==> src/rtl/serial_adder_if.sv <==
// Handshake/operand bundle for the bit-serial adder.
// The requester drives start/a/b; the adder returns busy/done and the registered result.
interface serial_adder_if #(
  parameter int WIDTH = 4
);
  logic             start;
  logic [WIDTH-1:0] a;
  logic [WIDTH-1:0] b;
  logic             busy;
  logic             done;
  logic [WIDTH-1:0] sum;
  logic             cout;

  modport master (
    output start, a, b,
    input  busy, done, sum, cout
  );

  modport slave (
    input  start, a, b,
    output busy, done, sum, cout
  );
endinterface

==> src/rtl/serial_adder.sv <==
// Bit-serial unsigned adder: operands are consumed LSB-first, one bit per clock.
// The result appears all at once with a single done pulse.
module serial_adder #(
  parameter int WIDTH = 4
) (
  input  logic          clk,
  input  logic          rst,
  serial_adder_if.slave bus
);

  localparam int CW = (WIDTH > 1) ? $clog2(WIDTH) : 1;

  typedef enum logic [1:0] {
    IDLE = 2'd0,
    ADD  = 2'd1,
    DONE = 2'd2
  } state_e;

  state_e           state_q;
  logic [WIDTH-1:0] aSh_q;
  logic [WIDTH-1:0] bSh_q;
  logic [WIDTH-1:0] accum_q;
  logic [WIDTH-1:0] sum_q;
  logic [CW-1:0]    cnt_q;
  logic             carry_q;
  logic             cout_q;
  logic             busy_q;
  logic             done_q;

  logic             sBit_d;
  logic             carry_d;
  logic             lastBit_d;
  logic [WIDTH-1:0] accum_d;

  // One full-adder step on the current LSBs; the new sum bit enters the accumulator MSB
  // so that after WIDTH shifts the first bit computed has reached bit 0.
  always_comb begin
    sBit_d    = aSh_q[0] ^ bSh_q[0] ^ carry_q;
    carry_d   = (aSh_q[0] & bSh_q[0]) | (aSh_q[0] & carry_q) | (bSh_q[0] & carry_q);
    accum_d   = (accum_q >> 1) | (WIDTH'(sBit_d) << (WIDTH - 1));
    lastBit_d = (cnt_q == CW'(WIDTH - 1));
  end

  always_ff @(posedge clk) begin
    if (rst) begin
      state_q <= IDLE;
      aSh_q   <= '0;
      bSh_q   <= '0;
      accum_q <= '0;
      sum_q   <= '0;
      cnt_q   <= '0;
      carry_q <= 1'b0;
      cout_q  <= 1'b0;
      busy_q  <= 1'b0;
      done_q  <= 1'b0;
    end else begin
      case (state_q)
        IDLE: begin
          done_q <= 1'b0;
          if (bus.start) begin
            aSh_q   <= bus.a;
            bSh_q   <= bus.b;
            accum_q <= '0;
            cnt_q   <= '0;
            carry_q <= 1'b0;
            busy_q  <= 1'b1;
            state_q <= ADD;
          end
        end

        ADD: begin
          aSh_q   <= aSh_q >> 1;
          bSh_q   <= bSh_q >> 1;
          accum_q <= accum_d;
          carry_q <= carry_d;
          cnt_q   <= cnt_q + CW'(1);
          // sum/cout only ever change here, so no partial result is visible.
          if (lastBit_d) begin
            sum_q   <= accum_d;
            cout_q  <= carry_d;
            busy_q  <= 1'b0;
            done_q  <= 1'b1;
            state_q <= DONE;
          end
        end

        DONE: begin
          done_q  <= 1'b0;
          state_q <= IDLE;
        end

        default: begin
          busy_q  <= 1'b0;
          done_q  <= 1'b0;
          state_q <= IDLE;
        end
      endcase
    end
  end

  assign bus.busy = busy_q;
  assign bus.done = done_q;
  assign bus.sum  = sum_q;
  assign bus.cout = cout_q;

endmodule
==> src/flat_wrapper.sv <==
// flat-port wrapper written by rule: the top's interface ports become plain ports
module serial_adder_flat 
#(
  parameter int WIDTH = 4
)
  (clk, rst, bus_start, bus_a, bus_b, bus_busy, bus_done, bus_sum, bus_cout);
  serial_adder_if #(.WIDTH(WIDTH)) bus_i ();
  input  logic clk;
  input  logic rst;
  input wire logic [$bits(bus_i.start)-1:0] bus_start;
  input wire logic [$bits(bus_i.a)-1:0] bus_a;
  input wire logic [$bits(bus_i.b)-1:0] bus_b;
  output wire logic [$bits(bus_i.busy)-1:0] bus_busy;
  output wire logic [$bits(bus_i.done)-1:0] bus_done;
  output wire logic [$bits(bus_i.sum)-1:0] bus_sum;
  output wire logic [$bits(bus_i.cout)-1:0] bus_cout;
  assign bus_i.start = bus_start;
  assign bus_i.a = bus_a;
  assign bus_i.b = bus_b;
  assign bus_busy = bus_i.busy;
  assign bus_done = bus_i.done;
  assign bus_sum = bus_i.sum;
  assign bus_cout = bus_i.cout;
  serial_adder #(.WIDTH(WIDTH)) u_core (.clk(clk), .rst(rst), .bus(bus_i));
endmodule
==> config.mk <==
export PLATFORM = sky130hd
export DESIGN_NAME = serial_adder_flat
export DESIGN_NICKNAME = d
export VERILOG_FILES = /design/src/rtl/serial_adder_if.sv /design/src/rtl/serial_adder.sv /design/src/flat_wrapper.sv
export SDC_FILE = /design/constraint.sdc
export NUM_CORES = 1
export LEC_CHECK = 0
export CAP_MARGIN = 10
export CORE_ASPECT_RATIO = 0.8
export CORE_MARGIN = 1
export CORE_UTILIZATION = 53
export DETAILED_ROUTE_END_ITERATION = 16
export DONT_BUFFER_PORTS = 1
export PLACE_DENSITY_LB_ADDON = 0.3
export SYNTH_ARGS = -nofsm -noshare
export SYNTH_HDL_FRONTEND = slang
export SYNTH_SLANG_ARGS = --single-unit
export TNS_END_PERCENT = 100
==> constraint.sdc <==
create_clock -name clk -period 1 [get_ports clk]
set_input_delay 0.2 -clock clk [delete_from_list [all_inputs] [get_ports clk]]
set_output_delay 0.2 -clock clk [all_outputs]
set_load 0.01 [all_outputs]
==> impl_metrics.xml, run 1 <==
<?xml version="1.0" encoding="UTF-8"?>
<metrics>
  <group name="worst_setup_path">
    <metric name="crit_path_top_delay_cell" unit="">sky130_fd_sc_hd__fa_1</metric>
    <metric name="worst_r2r_path_depth" unit="">3</metric>
    <metric name="worst_reg2reg_path_startpoint" unit="">u_core.carry_q</metric>
    <metric name="critical_path_class" unit="">reg2reg</metric>
    <metric name="critPathCaptureType" unit="">flop</metric>
    <metric name="critical_path_arrival" unit="ns">1.39</metric>
    <metric name="crit_required" unit="ns">1.26</metric>
    <metric name="setup.worst_path.start_class" unit="">flop</metric>
    <metric name="crit_fanout" unit="">2</metric>
    <metric name="crit_start" unit="">u_core.carry_q</metric>
    <metric name="crit-reg2reg-capture" unit="">u_core.bus.sum[3]</metric>
    <metric name="worstPathCellList" unit="">fa_1 &gt; nand3_1 &gt; a21oi_1</metric>
    <metric name="setup.reg_to_reg.worst_slack" unit="ns">-0.14</metric>
    <metric name="timing.critical_path.to" unit="">u_core.bus.sum[3]</metric>
    <metric name="critical-path-max-stage-delay" unit="ns">0.55</metric>
  </group>
  <group name="clocking">
    <metric name="cts-buffers-inserted" unit="">3</metric>
    <metric name="clock-sinks" unit="">23</metric>
    <metric name="worstSkewPairLatency" unit="ns">0.31</metric>
    <metric name="cts-root-buf" unit="">sky130_fd_sc_hd__clkbuf_4</metric>
    <metric name="cts_buffer_depth" unit="">2</metric>
    <metric name="htree_levels" unit="">1</metric>
    <metric name="path_clk_slew" unit="ns">0.12</metric>
    <metric name="tritoncts" unit="">built</metric>
  </group>
  <group name="global_route">
    <metric name="grtUsageTotal" unit="">0.219</metric>
    <metric name="antenna_found_initial" unit="">0</metric>
    <metric name="grt_max_degree" unit="">25</metric>
    <metric name="wire_length_of_the_first_global_routing_pass" unit="µm">3130</metric>
    <metric name="globalRouteOverflowTotal" unit="">0</metric>
    <metric name="grt_pass1_vias" unit="">706</metric>
  </group>
  <group name="timing">
    <metric name="report.final.hold_viol_count" unit="">23</metric>
    <metric name="post_route_setup_slack" unit="ns">-0.138</metric>
    <metric name="worst_skew" unit="ns">0.000709</metric>
    <metric name="final.period_utilization" unit="">1.14</metric>
    <metric name="timing.hold.ws" unit="ns">-0.0694</metric>
    <metric name="rsz_0062_raised_after_global_routing" unit="">yes</metric>
    <metric name="timing.fmax" unit="GHz">0.879</metric>
    <metric name="worst-slew-pin-transition" unit="ns">0.215</metric>
    <metric name="period_minus_slack" unit="ns">1.14</metric>
    <metric name="timing.max_slew.rel_slack" unit="">0.856</metric>
    <metric name="final_max_slew_viol_count" unit="">0</metric>
    <metric name="setup_violations" unit="">19</metric>
  </group>
  <group name="die">
    <metric name="fp.dieArea" unit="mm²">0.00208</metric>
    <metric name="core" unit="mm²">0.00171</metric>
    <metric name="fp-row-count" unit="">13</metric>
    <metric name="die-width" unit="µm">50.8</metric>
    <metric name="die_h" unit="µm">41.0</metric>
    <metric name="io_pins" unit="">18</metric>
    <metric name="initial_core_util" unit="">0.590</metric>
  </group>
  <group name="routing">
    <metric name="route.detailed.vias_per_inst" unit="">5.68</metric>
    <metric name="route.detailed.wl_per_inst" unit="µm">16.3</metric>
    <metric name="drc" unit="">0</metric>
    <metric name="totalWireLength" unit="µm">2210</metric>
    <metric name="antenna_left" unit="">0</metric>
    <metric name="firstDrtPassIters" unit="">4</metric>
    <metric name="drt_first_iter_violations" unit="">11</metric>
    <metric name="via_count" unit="">772</metric>
  </group>
  <group name="synth">
    <metric name="synth_seq_cells" unit="">23</metric>
    <metric name="postSynthNetCount" unit="">111</metric>
    <metric name="post_synthesis_cell_area" unit="mm²">0.00101</metric>
    <metric name="avgSynthCellArea" unit="µm²">10.3</metric>
    <metric name="gate_count_after_technology_mapping" unit="">98</metric>
    <metric name="synth.yosys.seq_area_share" unit="">0.457</metric>
    <metric name="yosysWarningCount" unit="">0</metric>
    <metric name="synth_largest_type_area_fraction" unit="">0.457</metric>
    <metric name="post-synth-top-area-cell" unit="">sky130_fd_sc_hd__dfxtp_1</metric>
    <metric name="yosysUniqueCellTypes" unit="">29</metric>
    <metric name="ys_top_cells_by_area" unit="">sky130_fd_sc_hd__dfxtp_1 46%, sky130_fd_sc_hd__a211oi_2 7.4%, sky130_fd_sc_hd__mux2i_1 6.9%</metric>
  </group>
  <group name="cells_and_area">
    <metric name="postLayoutCellArea" unit="mm²">0.00131</metric>
    <metric name="final-instance-count-excl-fill" unit="">136</metric>
    <metric name="layout_commonest_cell" unit="">sky130_fd_sc_hd__dfxtp_1</metric>
    <metric name="diodes" unit="">0</metric>
    <metric name="final_core_util" unit="">0.767</metric>
    <metric name="layout_common_cells" unit="">16 x sky130_fd_sc_hd__dfxtp_1, 11 x sky130_fd_sc_hd__nor2_1, 9 x sky130_fd_sc_hd__buf_4</metric>
    <metric name="synthToLayoutAreaGrowth" unit="%">29.9</metric>
    <metric name="nets" unit="">128</metric>
    <metric name="drive_gt1_frac" unit="">0.535</metric>
  </group>
  <group name="worst_hold_path">
    <metric name="holdPathStages" unit="">1</metric>
    <metric name="holdCritPathClass" unit="">in2reg</metric>
  </group>
  <group name="outcome">
    <metric name="run_status" unit="">finished with violations</metric>
    <metric name="failed_checks" unit="">hold timing, setup timing</metric>
  </group>
  <group name="flow_run">
    <metric name="maxCapViolations" unit="">0</metric>
  </group>
  <group name="placed_design">
    <metric name="place_area" unit="mm²">0.00109</metric>
    <metric name="post-place-cells" unit="">128</metric>
    <metric name="portBuffers" unit="">0</metric>
    <metric name="gp_congestion" unit="">0.723</metric>
    <metric name="detailedPlacementHpwl" unit="µm">1230</metric>
  </group>
  <group name="power_and_ir_drop">
    <metric name="leakage_dissipation" unit="nW">0.460</metric>
    <metric name="vdd_ir_drop_max" unit="mV">1.53</metric>
    <metric name="areal_power_density_over_the_cells" unit="mW/mm²">1350</metric>
  </group>
</metrics>
==> worst min path at each step <==
| stage | from | slack (ns) | endpoint |
|---|---|---|---|
| after floorplan | rst | 0.26 | u_core.bSh_q[2] |
| after global placement | rst | 0.26 | u_core.aSh_q[0] |
| after detailed placement | rst | 0.26 | u_core.aSh_q[0] |
| after CTS | rst | -0.1 | u_core.aSh_q[0] |
| after global routing | rst | -0.11 | u_core.aSh_q[0] |
| final | rst | -0.07 | u_core.aSh_q[0] |
==> final cells by class <==
cell class                      instances  area (µm²)
Clock buffer                            3        22.5
Clock inverter                          1        7.51
Fill cell                             110         398
Inverter                                1        3.75
Multi-Input combinational cell         69         613
Sequential cell                        23         474
Tap cell                               22        27.5
Timing Repair Buffer                   17         161
==> per-layer routing <==
layer,share of wire,vias to the layer above,global-route usage
met5,0,-,0
met2,0.52,15,0.387
li1,-,387,-
met3,0.038,4,0.0852
met4,0.019,0,0.0903
met1,0.42,366,0.247
==> cell families (layout without fill, tap and decap cells) <==
logic type,count (synthesis),in the layout,synth area share
simple gates,35,35,0.187
flops,23,23,0.457
compound gates,24,25,0.192
fa+ha+maj,2,2,0.0323
mux,7,7,0.0695
buf+inv,7,22,0.0620
==> sequential cells by signal (all words and copies together) (netlist names) <==
register and cells:
u_core.accum_q 3, u_core.carry_q 1, u_core.cnt_q 2, u_core.aSh_q 4, u_core.bus.cout 1, u_core.bSh_q 4, u_core.bus.sum 4, u_core.bus.busy 1
u_core.state_q 2, u_core.bus.done 1
==> power breakdown <==
| part | switching (mW) | internal, mW |
|---|---|---|
| combinational | 0.142 | 0.188 |
| sequential | 0.0445 | 0.961 |
| clock | 0.281 | 0.153 |
| total | 0.467 | 1.30 |
==> worst max-delay path: cells and delay by family, from the launching register on <==
kind / cells / cell delay (ns)
AO/OA/AOI/OAI: 1 / 0.11
adder cells (fa/ha/maj): 1 / 0.55
flip-flops: 1 / 0.35
AND/OR/NAND/NOR: 1 / 0.07
==> synthesized netlist by cell type (all sizes together) <==
library cell,instances
mux2i,7
nand4bb,1
dfxtp,23
clkbuf,1
nand2,5
nor2b,1
and2b,1
ha,1
nand3b,1
inv,1
buf,5
or2b,1
and4bb,1
a211oi,6
nand3,5
nor3,3
o21ba,1
o31ai,1
fa,1
a21oi,9
o21bai,1
a22oi,5
o21ai,1
or3b,1
nor2,15
==> through the flow <==
stage / hold slack [ns] / setup WS, ns / power [mW] / setup TNS (ns)
global route: -0.106 / -0.199 / 1.86 / -1.86
CTS: -0.0958 / -0.145 / 1.74 / -0.581
finish: -0.0694 / -0.138 / 1.77 / -0.870
detailed placement: 0.263 / -0.132 / 1.26 / -1.21
global placement: 0.263 / -0.109 / 1.24 / -0.649
floorplan: 0.265 / -0.0968 / 1.21 / -0.232
==> what timing repair did <==
action / 4_1_cts / 5_1_grt
cloned: 1 / 0
pin swaps: 14 / 13
gates resized for setup: 21 / 17
endpoints found under the setup margin: 22 / 23
setup buffers: 2 / 1
hold endpoints to repair: 23 / 23
(Power assumes the default switching activity.)
==> run 2, diff against run 1 <==
--- a/config.mk
+++ b/config.mk
@@ -5,13 +5,17 @@
 export SDC_FILE = /design/constraint.sdc
 export NUM_CORES = 1
 export LEC_CHECK = 0
+export ABC_AREA = 1
 export CAP_MARGIN = 10
+export CELL_PAD_IN_SITES_DETAIL_PLACEMENT = 0
+export CELL_PAD_IN_SITES_GLOBAL_PLACEMENT = 1
 export CORE_ASPECT_RATIO = 0.8
 export CORE_MARGIN = 1
-export CORE_UTILIZATION = 53
+export CORE_UTILIZATION = 38
 export DETAILED_ROUTE_END_ITERATION = 16
 export DONT_BUFFER_PORTS = 1
 export PLACE_DENSITY_LB_ADDON = 0.3
+export SETUP_SLACK_MARGIN = 0.1
 export SYNTH_ARGS = -nofsm -noshare
 export SYNTH_HDL_FRONTEND = slang
 export SYNTH_SLANG_ARGS = --single-unit
==> impl_metrics.xml, run 2 <==
<?xml version="1.0" encoding="UTF-8"?>
<metrics>
  <group name="clocking">
    <metric name="htree_levels" unit="">1</metric>
    <metric name="tritoncts" unit="">built</metric>
    <metric name="path_clk_slew" unit="ns">0.13</metric>
    <metric name="cts_buffer_depth" unit="">2</metric>
    <metric name="worstSkewPairLatency" unit="ns">0.32</metric>
    <metric name="cts-buffers-inserted" unit="">3</metric>
    <metric name="clock-sinks" unit="">23</metric>
    <metric name="cts-root-buf" unit="">sky130_fd_sc_hd__clkbuf_4</metric>
  </group>
  <group name="global_route">
    <metric name="grt_pass1_vias" unit="">789</metric>
    <metric name="grt_max_degree" unit="">17</metric>
    <metric name="wire_length_of_the_first_global_routing_pass" unit="µm">3420</metric>
    <metric name="antenna_found_initial" unit="">0</metric>
    <metric name="globalRouteOverflowTotal" unit="">0</metric>
    <metric name="grtUsageTotal" unit="">0.171</metric>
  </group>
  <group name="synth">
    <metric name="ys.flop_type" unit="">sky130_fd_sc_hd__dfxtp_1</metric>
    <metric name="yosysMostFrequentCell" unit="">sky130_fd_sc_hd__nand2_1</metric>
    <metric name="ys_top_cells_by_count" unit="">40 x sky130_fd_sc_hd__nand2_1, 25 x sky130_fd_sc_hd__nor2_1, 23 x sky130_fd_sc_hd__dfxtp_1</metric>
    <metric name="synth_seq_cells" unit="">23</metric>
    <metric name="postSynthNetCount" unit="">149</metric>
    <metric name="yosysUniqueCellTypes" unit="">21</metric>
    <metric name="asyncSetResetFlopFracSynth" unit="">0</metric>
    <metric name="yosysWarningCount" unit="">0</metric>
    <metric name="ys_top_cells_by_area" unit="">sky130_fd_sc_hd__dfxtp_1 47%, sky130_fd_sc_hd__nand2_1 15%, sky130_fd_sc_hd__nor2_1 9.6%</metric>
    <metric name="avgSynthCellArea" unit="µm²">7.19</metric>
    <metric name="gate_count_after_technology_mapping" unit="">136</metric>
    <metric name="post-synth-top-area-cell" unit="">sky130_fd_sc_hd__dfxtp_1</metric>
    <metric name="synth_largest_type_area_fraction" unit="">0.471</metric>
    <metric name="synth_edf_count" unit="">0</metric>
    <metric name="synth.yosys.seq_area_share" unit="">0.471</metric>
    <metric name="post_synthesis_cell_area" unit="µm²">977</metric>
  </group>
  <group name="timing">
    <metric name="final_max_slew_viol_count" unit="">0</metric>
    <metric name="final.period_utilization" unit="">1.10</metric>
    <metric name="post_route_setup_slack" unit="ns">-0.104</metric>
    <metric name="timing.max_slew.rel_slack" unit="">0.846</metric>
    <metric name="rsz_0062_raised_after_global_routing" unit="">yes</metric>
    <metric name="setup_tns" unit="ns">-0.969</metric>
    <metric name="timing.fmax" unit="GHz">0.906</metric>
    <metric name="report.final.hold_viol_count" unit="">0</metric>
    <metric name="worst-slew-pin-transition" unit="ns">0.231</metric>
    <metric name="period_minus_slack" unit="ns">1.10</metric>
    <metric name="worst_skew" unit="ns">0.0135</metric>
    <metric name="setup_violations" unit="">17</metric>
  </group>
  <group name="worst_setup_path">
    <metric name="timing.critical_path.max_delay_family" unit="">adder cells</metric>
    <metric name="crit_path_top_delay_cell" unit="">sky130_fd_sc_hd__fa_1</metric>
    <metric name="critPathCaptureType" unit="">flop</metric>
    <metric name="critical_path_class" unit="">reg2reg</metric>
    <metric name="critical-path-max-stage-delay" unit="ns">0.56</metric>
    <metric name="critical_path_arrival" unit="ns">1.37</metric>
    <metric name="crit_fanout" unit="">2</metric>
    <metric name="worstPathCellList" unit="">fa_1 &gt; nand3_1 &gt; o21ai_1</metric>
    <metric name="setup.worst_path.start_class" unit="">flop</metric>
    <metric name="crit_required" unit="ns">1.26</metric>
    <metric name="cp.buffers_inverters" unit="">0</metric>
  </group>
  <group name="power_and_ir_drop">
    <metric name="fin_total_pwr" unit="mW">1.83</metric>
    <metric name="vdd_ir_drop_max" unit="mV">0.712</metric>
    <metric name="areal_power_density_over_the_cells" unit="mW/mm²">1360</metric>
    <metric name="leakage_dissipation" unit="nW">0.596</metric>
  </group>
  <group name="cells_and_area">
    <metric name="diodes" unit="">0</metric>
    <metric name="postLayoutCellArea" unit="mm²">0.00135</metric>
    <metric name="final-instance-count-excl-fill" unit="">190</metric>
    <metric name="layout_commonest_cell" unit="">sky130_fd_sc_hd__nand2_1</metric>
    <metric name="nets" unit="">168</metric>
    <metric name="drive_gt1_frac" unit="">0.318</metric>
    <metric name="layout_common_cells" unit="">36 x sky130_fd_sc_hd__nand2_1, 21 x sky130_fd_sc_hd__nor2_1, 13 x sky130_fd_sc_hd__inv_1</metric>
    <metric name="synthToLayoutAreaGrowth" unit="%">37.6</metric>
  </group>
  <group name="outcome">
    <metric name="failed_checks" unit="">setup timing</metric>
    <metric name="run_status" unit="">finished with violations</metric>
  </group>
  <group name="die">
    <metric name="initial_core_util" unit="">0.400</metric>
    <metric name="die-width" unit="µm">58.7</metric>
    <metric name="core" unit="mm²">0.00244</metric>
    <metric name="die_h" unit="µm">47.4</metric>
    <metric name="fp.dieArea" unit="mm²">0.00278</metric>
    <metric name="fp-row-count" unit="">16</metric>
    <metric name="io_pins" unit="">18</metric>
  </group>
  <group name="worst_hold_path">
    <metric name="holdCritPathClass" unit="">in2reg</metric>
  </group>
  <group name="routing">
    <metric name="firstDrtPassIters" unit="">4</metric>
    <metric name="totalWireLength" unit="µm">2090</metric>
    <metric name="route.detailed.vias_per_inst" unit="">4.61</metric>
    <metric name="drc" unit="">0</metric>
    <metric name="antenna_left" unit="">0</metric>
    <metric name="via_count" unit="">876</metric>
    <metric name="drt_first_iter_violations" unit="">14</metric>
    <metric name="route.detailed.wl_per_inst" unit="µm">11.0</metric>
  </group>
  <group name="placed_design">
    <metric name="place_area" unit="mm²">0.00107</metric>
    <metric name="portBuffers" unit="">0</metric>
    <metric name="post-place-cells" unit="">174</metric>
    <metric name="detailedPlacementHpwl" unit="µm">1310</metric>
    <metric name="gp_congestion" unit="">0.734</metric>
  </group>
  <group name="flow_run">
    <metric name="maxCapViolations" unit="">0</metric>
  </group>
</metrics>
[run 2: changes by cell type after synthesis, sizes merged, moves of 2 or more]
cell    before  now
a22oi        5    0
nand3        5    9
mux2i        7    0
a211oi       6    0
nand2        5   42
nor3         3    0
nor2        15   27
inv          1   15
a21oi        9    2
buf          5    3
o21ai        1   10
[run 2: logic make-up (layout without fill, tap and decap cells)]
family,after synthesis,in the layout,synth area share
AND/OR/NAND/NOR,79,81,0.338
flip-flops,23,23,0.471
buffers and inverters,19,35,0.0858
AO/OA/AOI/OAI,13,13,0.0717
adder cells (fa/ha/maj),2,2,0.0333
[run 2: final cells by class]
class,instances,area [µm²]
Clock inverter,1,5.00
Clock buffer,3,22.5
Tap cell,36,45.0
Inverter,15,68.8
Fill cell,240,1100
Timing Repair Buffer,16,194
Sequential cell,23,480
Multi-Input combinational cell,96,529
[run 2: worst reg2reg max path: cells and delay by family, from the launching register on]
family | cells | cell delay, ns
AO/OA/AOI/OAI | 1 | 0.07
adder cells (fa/ha/maj) | 1 | 0.56
flip-flops | 1 | 0.35
AND/OR/NAND/NOR | 1 | 0.07
[run 2: final timing paths]
path              startpoint                 to  slack (ns)  depth (start not counted)
max          u_core.aSh_q[0]  u_core.accum_q[3]       -0.10                          3
min                 bus_a[3]    u_core.aSh_q[3]        0.02                          2
max reg2reg  u_core.aSh_q[0]  u_core.accum_q[3]       -0.10                          3
min reg2reg  u_core.aSh_q[3]    u_core.aSh_q[3]        0.48                          2
[run 2: routing by layer]
layer  wire, µm  vias to the layer above  GRT usage
li1           -                      462          -
met1        961                      397      0.207
met2       1010                       15      0.290
met3        108                        2     0.0716
met4         13                        0     0.0429
met5          0                        -          0
[run 2: per-stage QoR]
step | hold slack [ns] | worst slack (ns) | utilization
finish | 0.0198 | -0.104 | 0.551
CTS | 0.00381 | -0.106 | 0.541
detailed placement | 0.274 | -0.146 | 0.438
global route | 0.0140 | -0.155 | 0.551
floorplan | 0.266 | -0.0348 | -
global placement | 0.272 | -0.121 | 0.438
[run 2: power by group]
part,internal [mW],total (mW),switching [mW],leakage [nW]
sequential,0.971,1.01,0.0386,0.194
combinational,0.189,0.392,0.203,0.384
clock,0.150,0.432,0.282,0.0177
total,1.31,1.83,0.524,0.596
[run 2: timing repair]
item | in CTS | in global routing
setup buffers | 7 | 1
gates resized for setup | 34 | 4
hold endpoints to repair | 4 | 0
endpoints found under the setup margin | 29 | 30
gates cloned | 2 | 0
pin swaps | 13 | 7
hold buffers | 2 | 0
==> run 3, diff against run 2 <==
--- a/config.mk
+++ b/config.mk
@@ -5,13 +5,12 @@
 export SDC_FILE = /design/constraint.sdc
 export NUM_CORES = 1
 export LEC_CHECK = 0
-export ABC_AREA = 1
 export CAP_MARGIN = 10
 export CELL_PAD_IN_SITES_DETAIL_PLACEMENT = 0
 export CELL_PAD_IN_SITES_GLOBAL_PLACEMENT = 1
 export CORE_ASPECT_RATIO = 0.8
 export CORE_MARGIN = 1
-export CORE_UTILIZATION = 38
+export CORE_UTILIZATION = 41
 export DETAILED_ROUTE_END_ITERATION = 16
 export DONT_BUFFER_PORTS = 1
 export PLACE_DENSITY_LB_ADDON = 0.3
==> impl_metrics.xml, run 3 (same netlist as run 1, synthesis figures left out) <==
<?xml version="1.0" encoding="UTF-8"?>
<metrics>
  <group name="power_and_ir_drop">
    <metric name="leakage_dissipation" unit="nW">0.461</metric>
    <metric name="areal_power_density_over_the_cells" unit="mW/mm²">1360</metric>
    <metric name="vdd_ir_drop_max" unit="mV">0.925</metric>
    <metric name="fin_total_pwr" unit="mW">1.75</metric>
  </group>
  <group name="cells_and_area">
    <metric name="nets" unit="">126</metric>
    <metric name="drive_gt1_frac" unit="">0.509</metric>
    <metric name="multiInputGateArea" unit="µm²">582</metric>
    <metric name="register_area" unit="µm²">482</metric>
    <metric name="final_core_util" unit="">0.577</metric>
    <metric name="diodes" unit="">0</metric>
    <metric name="synthToLayoutAreaGrowth" unit="%">27.8</metric>
    <metric name="n_fill_cell" unit="">198</metric>
    <metric name="layout_common_cells" unit="">11 x sky130_fd_sc_hd__dfxtp_2, 10 x sky130_fd_sc_hd__nor2_1, 10 x sky130_fd_sc_hd__dfxtp_1</metric>
    <metric name="layout_commonest_cell" unit="">sky130_fd_sc_hd__dfxtp_2</metric>
  </group>
  <group name="worst_setup_path">
    <metric name="crit_required" unit="ns">1.26</metric>
    <metric name="crit_start" unit="">u_core.carry_q</metric>
    <metric name="worstPathCellList" unit="">fa_2 &gt; nand3_1 &gt; a21oi_1</metric>
    <metric name="worst_reg2reg_path_startpoint" unit="">u_core.carry_q</metric>
    <metric name="cp.buffers_inverters" unit="">0</metric>
    <metric name="setup.reg_to_reg.worst_slack" unit="ns">-0.16</metric>
    <metric name="critical_path_arrival" unit="ns">1.41</metric>
    <metric name="timing.critical_path.max_delay_family" unit="">adder cells</metric>
    <metric name="critical_path_class" unit="">reg2reg</metric>
    <metric name="setup.worst_path.start_class" unit="">flop</metric>
    <metric name="critPathCaptureType" unit="">flop</metric>
    <metric name="critical-path-max-stage-delay" unit="ns">0.57</metric>
    <metric name="crit_path_top_delay_cell" unit="">sky130_fd_sc_hd__fa_2</metric>
    <metric name="crit_fanout" unit="">2</metric>
  </group>
  <group name="timing">
    <metric name="final.period_utilization" unit="">1.16</metric>
    <metric name="post_route_setup_slack" unit="ns">-0.156</metric>
    <metric name="rsz_0062_raised_after_global_routing" unit="">yes</metric>
    <metric name="worst-slew-pin-transition" unit="ns">0.258</metric>
    <metric name="period_minus_slack" unit="ns">1.16</metric>
    <metric name="timing.hold.ws" unit="ns">-0.0643</metric>
    <metric name="final_max_slew_viol_count" unit="">0</metric>
    <metric name="timing.max_slew.rel_slack" unit="">0.828</metric>
    <metric name="report.final.hold_viol_count" unit="">23</metric>
    <metric name="worst_skew" unit="ns">0.00600</metric>
    <metric name="timing.fmax" unit="GHz">0.865</metric>
    <metric name="setup_violations" unit="">20</metric>
  </group>
  <group name="global_route">
    <metric name="grt_pass1_vias" unit="">757</metric>
    <metric name="grt_max_degree" unit="">25</metric>
    <metric name="grtUsageTotal" unit="">0.177</metric>
    <metric name="antenna_found_initial" unit="">0</metric>
    <metric name="globalRouteOverflowTotal" unit="">0</metric>
    <metric name="wire_length_of_the_first_global_routing_pass" unit="µm">3530</metric>
  </group>
  <group name="clocking">
    <metric name="cts-root-buf" unit="">sky130_fd_sc_hd__clkbuf_4</metric>
    <metric name="cts-buffers-inserted" unit="">3</metric>
    <metric name="path_clk_slew" unit="ns">0.13</metric>
    <metric name="worstSkewPairLatency" unit="ns">0.31</metric>
    <metric name="clock-sinks" unit="">23</metric>
    <metric name="htree_levels" unit="">1</metric>
    <metric name="tritoncts" unit="">built</metric>
    <metric name="cts_buffer_depth" unit="">2</metric>
  </group>
  <group name="routing">
    <metric name="route.detailed.wl_per_inst" unit="µm">14.7</metric>
    <metric name="antenna_left" unit="">0</metric>
    <metric name="drc" unit="">2</metric>
    <metric name="firstDrtPassIters" unit="">10</metric>
    <metric name="drt_first_iter_violations" unit="">23</metric>
    <metric name="route.detailed.vias_per_inst" unit="">5.55</metric>
    <metric name="via_count" unit="">761</metric>
    <metric name="totalWireLength" unit="µm">2020</metric>
  </group>
  <group name="die">
    <metric name="die-width" unit="µm">57.5</metric>
    <metric name="initial_core_util" unit="">0.452</metric>
    <metric name="io_pins" unit="">18</metric>
    <metric name="die_h" unit="µm">46.4</metric>
    <metric name="core" unit="mm²">0.00223</metric>
    <metric name="fp-row-count" unit="">15</metric>
    <metric name="fp.dieArea" unit="mm²">0.00266</metric>
  </group>
  <group name="worst_hold_path">
    <metric name="holdCritPathClass" unit="">in2reg</metric>
    <metric name="min-delay-start" unit="">rst</metric>
  </group>
  <group name="placed_design">
    <metric name="detailedPlacementHpwl" unit="µm">1250</metric>
    <metric name="gp_congestion" unit="">0.731</metric>
    <metric name="portBuffers" unit="">0</metric>
  </group>
  <group name="flow_run">
    <metric name="maxCapViolations" unit="">0</metric>
  </group>
  <group name="outcome">
    <metric name="failed_checks" unit="">DRC, hold timing, setup timing</metric>
    <metric name="run_status" unit="">finished with violations</metric>
  </group>
</metrics>
run 3: cell count changes in the layout (fill, tap and decap cells not counted), moves of 6 or more:
| cell | previous run | this run |
|---|---|---|
| sky130_fd_sc_hd__mux2i_1 | 0 | 6 |
| sky130_fd_sc_hd__nor2_1 | 21 | 10 |
| sky130_fd_sc_hd__a211oi_2 | 0 | 6 |
| sky130_fd_sc_hd__inv_1 | 13 | 0 |
| sky130_fd_sc_hd__nand2_1 | 36 | 5 |
| sky130_fd_sc_hd__a21oi_1 | 2 | 8 |
run 3: path summary, 6_finish.rpt:
path,end,cells after the start
worst max register to register,u_core.bus.sum[3],3
worst min-delay path,u_core.bus.sum[1],1
worst max-delay path,u_core.bus.sum[3],3
worst min register to register,u_core.bus.cout,2
run 3: power breakdown:
group / switching [mW] / internal [mW]
sequential: 0.0450 / 0.962
combinational: 0.125 / 0.185
clock: 0.274 / 0.156
run 3: routing by layer:
layer / vias up / GRT usage / wire length [µm]
met4: 0 / 0.0439 / 15
met3: 2 / 0.0674 / 117
met2: 14 / 0.298 / 938
met1: 367 / 0.217 / 945
met5: - / 0 / 0
li1: 378 / - / -
run 3: metrics by stage:
stage | setup WS, ns | cell area (µm²) | setup TNS, ns | instances
CTS | -0.167 | 1240 | -1.21 | 135
global route | -0.217 | 1290 | -2.40 | 137
floorplan | -0.0968 | 1050 | -0.231 | 98
global placement | -0.122 | 1090 | -0.327 | 124
finish | -0.156 | 1290 | -1.14 | 137
detailed placement | -0.168 | 1090 | -0.579 | 124
run 3: final cells by class:
type | count | area share
Clock buffer | 4 | 0.0204
Inverter | 1 | 0.00291
Multi-Input combinational cell | 70 | 0.451
Sequential cell | 23 | 0.374
Tap cell | 25 | 0.0243
Timing Repair Buffer | 14 | 0.127
run 3: timing repair:
item                                    4_1_cts  5_1_grt
endpoints found under the setup margin       30       30
pin swaps                                     7       11
setup buffers                                 4        2
hold endpoints to repair                     23       23
gates resized for setup                      20        9
gates cloned                                  3        0
